### config.mk
export PLATFORM = sky130hd
export DESIGN_NAME = address_sequencer_flat
export DESIGN_NICKNAME = d
export VERILOG_FILES = /design/src/rtl/address_sequencer_pkg.sv /design/src/rtl/address_sequencer_if.sv /design/src/rtl/address_sequencer_step_calc.sv /design/src/rtl/address_sequencer.sv /design/src/flat_wrapper.sv
export SDC_FILE = /design/constraint.sdc
export NUM_CORES = 1
export LEC_CHECK = 0
export CORE_MARGIN = 5
export CORE_UTILIZATION = 52
export CTS_CLUSTER_DIAMETER = 120
export CTS_CLUSTER_SIZE = 12
export DETAILED_ROUTE_END_ITERATION = 7
export MAX_ROUTING_LAYER = met4
export PLACE_DENSITY_LB_ADDON = 0.25
export SYNTH_ARGS = -nofsm -noshare
export SYNTH_HDL_FRONTEND = slang
export SYNTH_SLANG_ARGS = --single-unit
### constraint.sdc
create_clock -name clk -period 6.5 [get_ports clk]
set_input_delay 0.65 -clock clk [delete_from_list [all_inputs] [get_ports clk]]
set_output_delay 0.65 -clock clk [all_outputs]
set_load 0.02 [all_outputs]
### src/rtl/address_sequencer_pkg.sv
// Shared types for the address sequencer: operating modes and control states.
package addr_seq_pkg;

  typedef enum logic [1:0] {
    MODE_ONESHOT  = 2'd0,
    MODE_LOOP     = 2'd1,
    MODE_PINGPONG = 2'd2
  } mode_t;

  typedef enum logic {
    S_IDLE = 1'b0,
    S_RUN  = 1'b1
  } state_t;

  localparam logic DIR_UP   = 1'b1;
  localparam logic DIR_DOWN = 1'b0;

endpackage

### src/rtl/address_sequencer_if.sv
// Address stream to the consumer. An address transfers on any clock edge
// where addr_valid && addr_ready; address is stable while valid is high and ready is low.
interface address_sequencer_if #(
  parameter int WIDTH = 32
);
  logic [WIDTH-1:0] address;
  logic             addr_valid;
  logic             addr_ready;

  modport master (output address, output addr_valid, input addr_ready);
  modport slave  (input address, input addr_valid, output addr_ready);
endinterface

### src/rtl/address_sequencer_step_calc.sv
// Next-address computation with boundary detection in WIDTH+1 bits so that
// stepping past the top of the address space never wraps through zero.
module addr_step_calc
  import addr_seq_pkg::*;
#(
  parameter int WIDTH      = 32,
  parameter int STEP_WIDTH = 8
) (
  input  logic [WIDTH-1:0]      addr,
  input  logic                  dir,
  input  logic [STEP_WIDTH-1:0] step,
  input  logic [WIDTH-1:0]      lo,
  input  logic [WIDTH-1:0]      hi,
  input  logic [1:0]            mode,
  output logic [WIDTH-1:0]      next_addr,
  output logic                  boundary,
  output logic                  next_dir
);
  localparam int EW = WIDTH + 1;

  logic [EW-1:0]    sum;
  logic [EW-1:0]    lo_plus;
  logic [WIDTH-1:0] diff;
  logic             up_hit;
  logic             down_hit;

  assign sum      = {1'b0, addr} + EW'(step);
  assign lo_plus  = {1'b0, lo} + EW'(step);
  assign diff     = addr - WIDTH'(step);
  assign up_hit   = sum > {1'b0, hi};
  assign down_hit = {1'b0, addr} < lo_plus;

  always_comb begin
    next_addr = addr;
    next_dir  = dir;
    boundary  = (dir == DIR_UP) ? up_hit : down_hit;
    if (!boundary) begin
      next_addr = (dir == DIR_UP) ? sum[WIDTH-1:0] : diff;
    end else begin
      case (mode)
        MODE_ONESHOT: next_addr = addr;
        MODE_PINGPONG: begin
          // Reverse and take one step the other way, clamped to the window.
          next_dir = ~dir;
          if (dir == DIR_UP) next_addr = down_hit ? lo : diff;
          else               next_addr = up_hit ? hi : sum[WIDTH-1:0];
        end
        default: next_addr = (dir == DIR_UP) ? lo : hi;
      endcase
    end
  end
endmodule

### src/rtl/address_sequencer.sv
// Programmable address generator: walks [start,end] by step in one-shot,
// looping or ping-pong fashion, handing each address out over a valid/ready port.
module address_sequencer
  import addr_seq_pkg::*;
#(
  parameter int WIDTH      = 32,
  parameter int STEP_WIDTH = 8
) (
  input  logic                  clk,
  input  logic                  rst,
  input  logic                  start,
  input  logic                  stop,
  input  logic [WIDTH-1:0]      start_addr,
  input  logic [WIDTH-1:0]      end_addr,
  input  logic [STEP_WIDTH-1:0] step,
  input  logic [1:0]            mode,
  input  logic                  forward,
  address_sequencer_if.master   addr_bus,
  output logic                  busy,
  output logic                  dir,
  output logic                  done,
  output logic                  wrapped,
  output logic                  cfg_err,
  output state_t                state_dbg
);
  state_t                state_q, state_n;
  logic [WIDTH-1:0]      addr_q, addr_n;
  logic [WIDTH-1:0]      lo_q, lo_n, hi_q, hi_n;
  logic [STEP_WIDTH-1:0] step_q, step_n;
  logic [1:0]            mode_q, mode_n;
  logic                  dir_q, dir_n;
  logic                  done_n, wrapped_n, cfg_err_n;

  logic [WIDTH-1:0] calc_addr;
  logic             calc_boundary;
  logic             calc_dir;

  addr_step_calc #(.WIDTH(WIDTH), .STEP_WIDTH(STEP_WIDTH)) u_calc (
    .addr      (addr_q),
    .dir       (dir_q),
    .step      (step_q),
    .lo        (lo_q),
    .hi        (hi_q),
    .mode      (mode_q),
    .next_addr (calc_addr),
    .boundary  (calc_boundary),
    .next_dir  (calc_dir)
  );

  always_ff @(posedge clk) begin
    if (rst) begin
      state_q <= S_IDLE;
      addr_q  <= '0;
      dir_q   <= DIR_UP;
      lo_q    <= '0;
      hi_q    <= '0;
      step_q  <= STEP_WIDTH'(1);
      mode_q  <= MODE_LOOP;
      done    <= 1'b0;
      wrapped <= 1'b0;
      cfg_err <= 1'b0;
    end else begin
      state_q <= state_n;
      addr_q  <= addr_n;
      dir_q   <= dir_n;
      lo_q    <= lo_n;
      hi_q    <= hi_n;
      step_q  <= step_n;
      mode_q  <= mode_n;
      done    <= done_n;
      wrapped <= wrapped_n;
      cfg_err <= cfg_err_n;
    end
  end

  // Priority: start (restart or reject) > stop > accepted advance.
  always_comb begin
    state_n   = state_q;
    addr_n    = addr_q;
    dir_n     = dir_q;
    lo_n      = lo_q;
    hi_n      = hi_q;
    step_n    = step_q;
    mode_n    = mode_q;
    done_n    = 1'b0;
    wrapped_n = 1'b0;
    cfg_err_n = 1'b0;
    if (start) begin
      if (start_addr <= end_addr) begin
        state_n = S_RUN;
        lo_n    = start_addr;
        hi_n    = end_addr;
        step_n  = (step == '0) ? STEP_WIDTH'(1) : step;
        mode_n  = mode;
        dir_n   = forward;
        addr_n  = forward ? start_addr : end_addr;
      end else begin
        cfg_err_n = 1'b1;
      end
    end else if (stop) begin
      state_n = S_IDLE;
    end else if (state_q == S_RUN && addr_bus.addr_ready) begin
      addr_n = calc_addr;
      dir_n  = calc_dir;
      if (calc_boundary) begin
        if (mode_q == MODE_ONESHOT) begin
          state_n = S_IDLE;
          done_n  = 1'b1;
        end else begin
          wrapped_n = 1'b1;
        end
      end
    end
  end

  assign addr_bus.address    = addr_q;
  assign addr_bus.addr_valid = (state_q == S_RUN);
  assign busy                = (state_q == S_RUN);
  assign dir                 = dir_q;
  assign state_dbg           = state_q;
endmodule

### src/flat_wrapper.sv
// flat-port wrapper written by rule: the top's interface ports become plain ports
module address_sequencer_flat import addr_seq_pkg::*;
#(
  parameter int WIDTH      = 32,
  parameter int STEP_WIDTH = 8
)
  (clk, rst, start, stop, start_addr, end_addr, step, mode, forward, busy, dir, done, wrapped, cfg_err, state_dbg, addr_bus_address, addr_bus_addr_valid, addr_bus_addr_ready);
  address_sequencer_if #(.WIDTH(WIDTH)) addr_bus_i ();
  input  logic clk;
  input  logic rst;
  input  logic start;
  input  logic stop;
  input  logic [WIDTH-1:0] start_addr;
  input  logic [WIDTH-1:0] end_addr;
  input  logic [STEP_WIDTH-1:0] step;
  input  logic [1:0] mode;
  input  logic forward;
  output logic busy;
  output logic dir;
  output logic done;
  output logic wrapped;
  output logic cfg_err;
  output state_t state_dbg;
  output wire logic [$bits(addr_bus_i.address)-1:0] addr_bus_address;
  output wire logic [$bits(addr_bus_i.addr_valid)-1:0] addr_bus_addr_valid;
  input wire logic [$bits(addr_bus_i.addr_ready)-1:0] addr_bus_addr_ready;
  assign addr_bus_address = addr_bus_i.address;
  assign addr_bus_addr_valid = addr_bus_i.addr_valid;
  assign addr_bus_i.addr_ready = addr_bus_addr_ready;
  address_sequencer #(.WIDTH(WIDTH), .STEP_WIDTH(STEP_WIDTH)) u_core (.clk(clk), .rst(rst), .start(start), .stop(stop), .start_addr(start_addr), .end_addr(end_addr), .step(step), .mode(mode), .forward(forward), .addr_bus(addr_bus_i), .busy(busy), .dir(dir), .done(done), .wrapped(wrapped), .cfg_err(cfg_err), .state_dbg(state_dbg));
endmodule
==> metrics.md <==
| Metric | Value |
|---|---|
| Avg WL per Cell | 24.3 um |
| Die Span Y | 158 um |
| H-tree depth | 3 |
| Post-route antenna net violation count | 0 |
| Post-CTS Setup Bufs | 0 |
| Fin util | 60.1% |
| TritonRoute pass-1 iters | 6 |
| Fin. max-slew vios | 0 |
| Worst reg2reg path startpoint | u_core.step_q[4] |
| CTS tree | done |
| Mapped Area | 11300 um^2 |
| Hold_sp | u_core.hi_q[26] |
| Mapped Nets | 1699 |
| Area growth syn-to-layout | 14.9% |
| Clk Latency, worst-skew pair | 370 ps |
| Kind of end point of the critical path | flop |
| WP data arrival | 6650 ps |
| GRT Total Usage | 36.2% |
| Largest net degree at the start of global routing | 63 |
| Nets | 1762 |
| Synthesized instance count | 1497 |
| RSZ-0062 raised after global routing | yes |
| Startpoint types | flop |
| Share of the synthesized area in the top cell type | 19.6% |
| Synth area leader | dfxtp_1 |
| WP data required | 6770 ps |
| Multi-input logic area | 8330 um^2 |
| Number of synthesized flops with an enable pin | 0 |
| Seq/Total Area, Yosys | 19.6% |
| Final setup viols | 0 |
| Crit Path Category | reg2reg |
| Top post-synthesis cells by count | 185 x nor2_1, 119 x ha_1, 111 x dfxtp_1, 107 x mux2i_1, 106 x o21ai_0 |
| Hold Vio Cnt, Final | 0 |
| Drt initial violations | 1646 |
| Port Buf Inserts | 118 |
| Initial Util | 52.3% |
| Final Cell Area | 13000 um^2 |
| Placer's final routability congestion estimate | 1.07 |
| # fillers | 2048 |
| Cell area after placement | 12700 um^2 |
| Die X | 158 um |
| Layout cells sized above 1 | 5.69% |
| Num CTS Buffers | 9 |
| # clock sinks | 111 |
| Max Root-Sink Buffers | 2 |
| FMAX | 157 MHz |
| Residual DRC | 0 |
| CTS Root Cell | clkbuf_16 |
| Mean Syn Cell Area | 7.56 um^2 |
| Die area | 24800 um^2 |
| Via density | 6.47 |
| Vias post-DR | 11940 |
| P_leak | 5.17 nW |
| FFs w/ async S/R, synth | 0% |
| Final setup margin | 121 ps |
| Drt total wl | 44800 um |
| Global-route wire length before repair | 66600 um |
| Skew final | 16.6 ps |
| Final worst path period share | 98.1% |
| Seq cells post-synth | 111 |
| Ant. Diodes | 0 |
| Clk pin slew, worst setup/hold paths | 90 ps |
| Final period demand of the worst path | 6380 ps |
| Row cnt | 54 |
| Hold Crit Class | reg2reg |
| Status | completed |
| Distinct cells, synth | 76 |
| Hold Crit Endpoint | u_core.hi_q[26] |
| Top cells by area, synth | dfxtp_1 20%, ha_1 13%, mux2i_1 9.5%, nor2_1 6.1%, xnor2_1 5.0% |
| Slew headroom | 25.1% |
| Pre-CTS setup slack | 59.8 ps |
| CTS Hold Buffers Added | 0 |
| R2R Setup Slk | 120 ps |
| Max Cap Viol | 0 |
| Num ports | 119 |
| Critical Path Fanout Max | 17 |
| Synthesis Warnings | 0 |
| Overflow after GRT | 0 |
| Most frequent cell after synthesis | nor2_1 |
| Maximum vdd ir drop | 0.000226 V |
| Initial antenna violation count | 0 |
| Core area | 21600 um^2 |
| Total negative setup slack | 0 ps |
| Hold path cells | 2 |
| Synth Flop Type | dfxtp_1 |
| PwrDens | 250 nW/um^2 |
| Final hold slack | 521 ps |
| HPWL Detailed | 34000 um |
| Worst Max-Slew Pin Slew | 1120 ps |
| Vias in the first global route | 10902 |
| FF+latch area | 2220 um^2 |
| R2R cell count | 22 |
| Capture point of the worst reg-to-reg path | u_core.addr_bus.address[19] |
power by group:
| part | switching (mW) | internal [mW] | total, mW |
|---|---|---|---|
| registers | 0.141 | 0.739 | 0.880 |
| logic | 1.08 | 0.703 | 1.79 |
| clock network | 0.309 | 0.273 | 0.582 |
area by class of cell:
cell class / instances / share of cell area, %
clock buffers: 10 / 1.76
multi-input cells: 1187 / 64.0
inverters: 99 / 2.86
flip-flops and latches: 111 / 17.1
repair buffers: 152 / 11.0
clock inverters: 6 / 0.520
well taps: 280 / 2.69
worst max path at each step:
stage,from,endpoint,slack [ps],cells past startpoint
6_report,u_core.step_q[4],u_core.addr_bus.address[19],120,22
5_1_grt,u_core.step_q[1],u_core.addr_bus.address[18],-5,24
3_5_place_dp,u_core.step_q[4],u_core.addr_bus.address[30],60,22
3_3_place_gp,u_core.step_q[4],u_core.addr_bus.address[30],-40,22
2_1_floorplan,u_core.addr_bus.address[4],u_core.addr_bus.address[30],1330,20
4_1_cts,u_core.step_q[4],u_core.addr_bus.address[30],30,22
what timing repair did:
item,4_1_cts,5_1_grt
hold endpoints to repair,0,0
setup endpoints to repair,0,26
resized for setup,0,7
sequential cells by signal, summed over array words and instances (netlist names):
name                        flops
u_core.mode_q                   2
u_core.hi_q                    32
u_core.done                     1
u_core.cfg_err                  1
u_core.dir                      1
u_core.wrapped                  1
u_core.step_q                   8
u_core.lo_q                    32
u_core.addr_bus.addr_valid      1
u_core.addr_bus.address        32
stage by stage:
| step | total power [mW] | cells |
|---|---|---|
| 3_3_place_gp | 2.59 | 1829 |
| 5_1_grt | 3.41 | 1845 |
| 3_5_place_dp | 2.60 | 1829 |
| 6_report | 3.25 | 1845 |
| 4_1_cts | 3.18 | 1845 |
| 2_1_floorplan | 2.00 | 1497 |
cells in the final DEF, fill, tap and decap left out, types with 10 or more instances in the layout:
cell type,count
a211oi_1,32
xnor2_1,64
a21oi_1,88
buf_4,34
a221oi_1,10
dfxtp_1,110
o22ai_1,11
nor3_1,35
clkdlybuf4s50_1,115
nand4_1,32
o211ai_1,18
nand3_1,40
ha_1,119
o2111ai_1,10
inv_1,99
nor2b_1,17
nand2b_1,18
mux2i_1,107
nand2_1,93
xor2_1,28
o21ai_0,106
nor2_1,180
a31oi_1,10
layer usage:
| metal | up-vias | global-route usage (%) | routed length, um |
|---|---|---|---|
| li1 | 5535 | - | - |
| met1 | 5570 | 54.2 | 20400 |
| met2 | 753 | 47.0 | 17200 |
| met3 | 82 | 10.8 | 6060 |
| met4 | 0 | 8.28 | 1060 |
| met5 | - | - | 0 |
kinds of logic (layout without fill, tap and decap cells):
family / after synthesis / in the layout / share of synthesized area, %
simple gates: 478 / 478 / 20.3
compound gates: 385 / 385 / 22.3
buf+inv: 199 / 267 / 7.15
fa+ha+maj: 122 / 122 / 13.7
flops: 111 / 111 / 19.6
mux: 110 / 110 / 9.76
xor+xnor: 92 / 92 / 7.12
critical path: stages, from the launching register on:
cell	delay [ps]
dfxtp_1	400
inv_1	60
ha_1	400
or4_4	600
a211oi_2	220
o31ai_1	100
buf_4	180
nor2_2	280
nand2_1	110
xor2_1	280
inv_1	120
ha_1	310
nand4_1	140
or4_1	620
nor3_1	210
a2bb2oi_1	120
o21a_1	170
buf_4	220
o21ai_1	760
o22ai_1	200
a22oi_1	280
o221ai_1	170
a211oi_1	300
(Power assumes the default switching activity.)
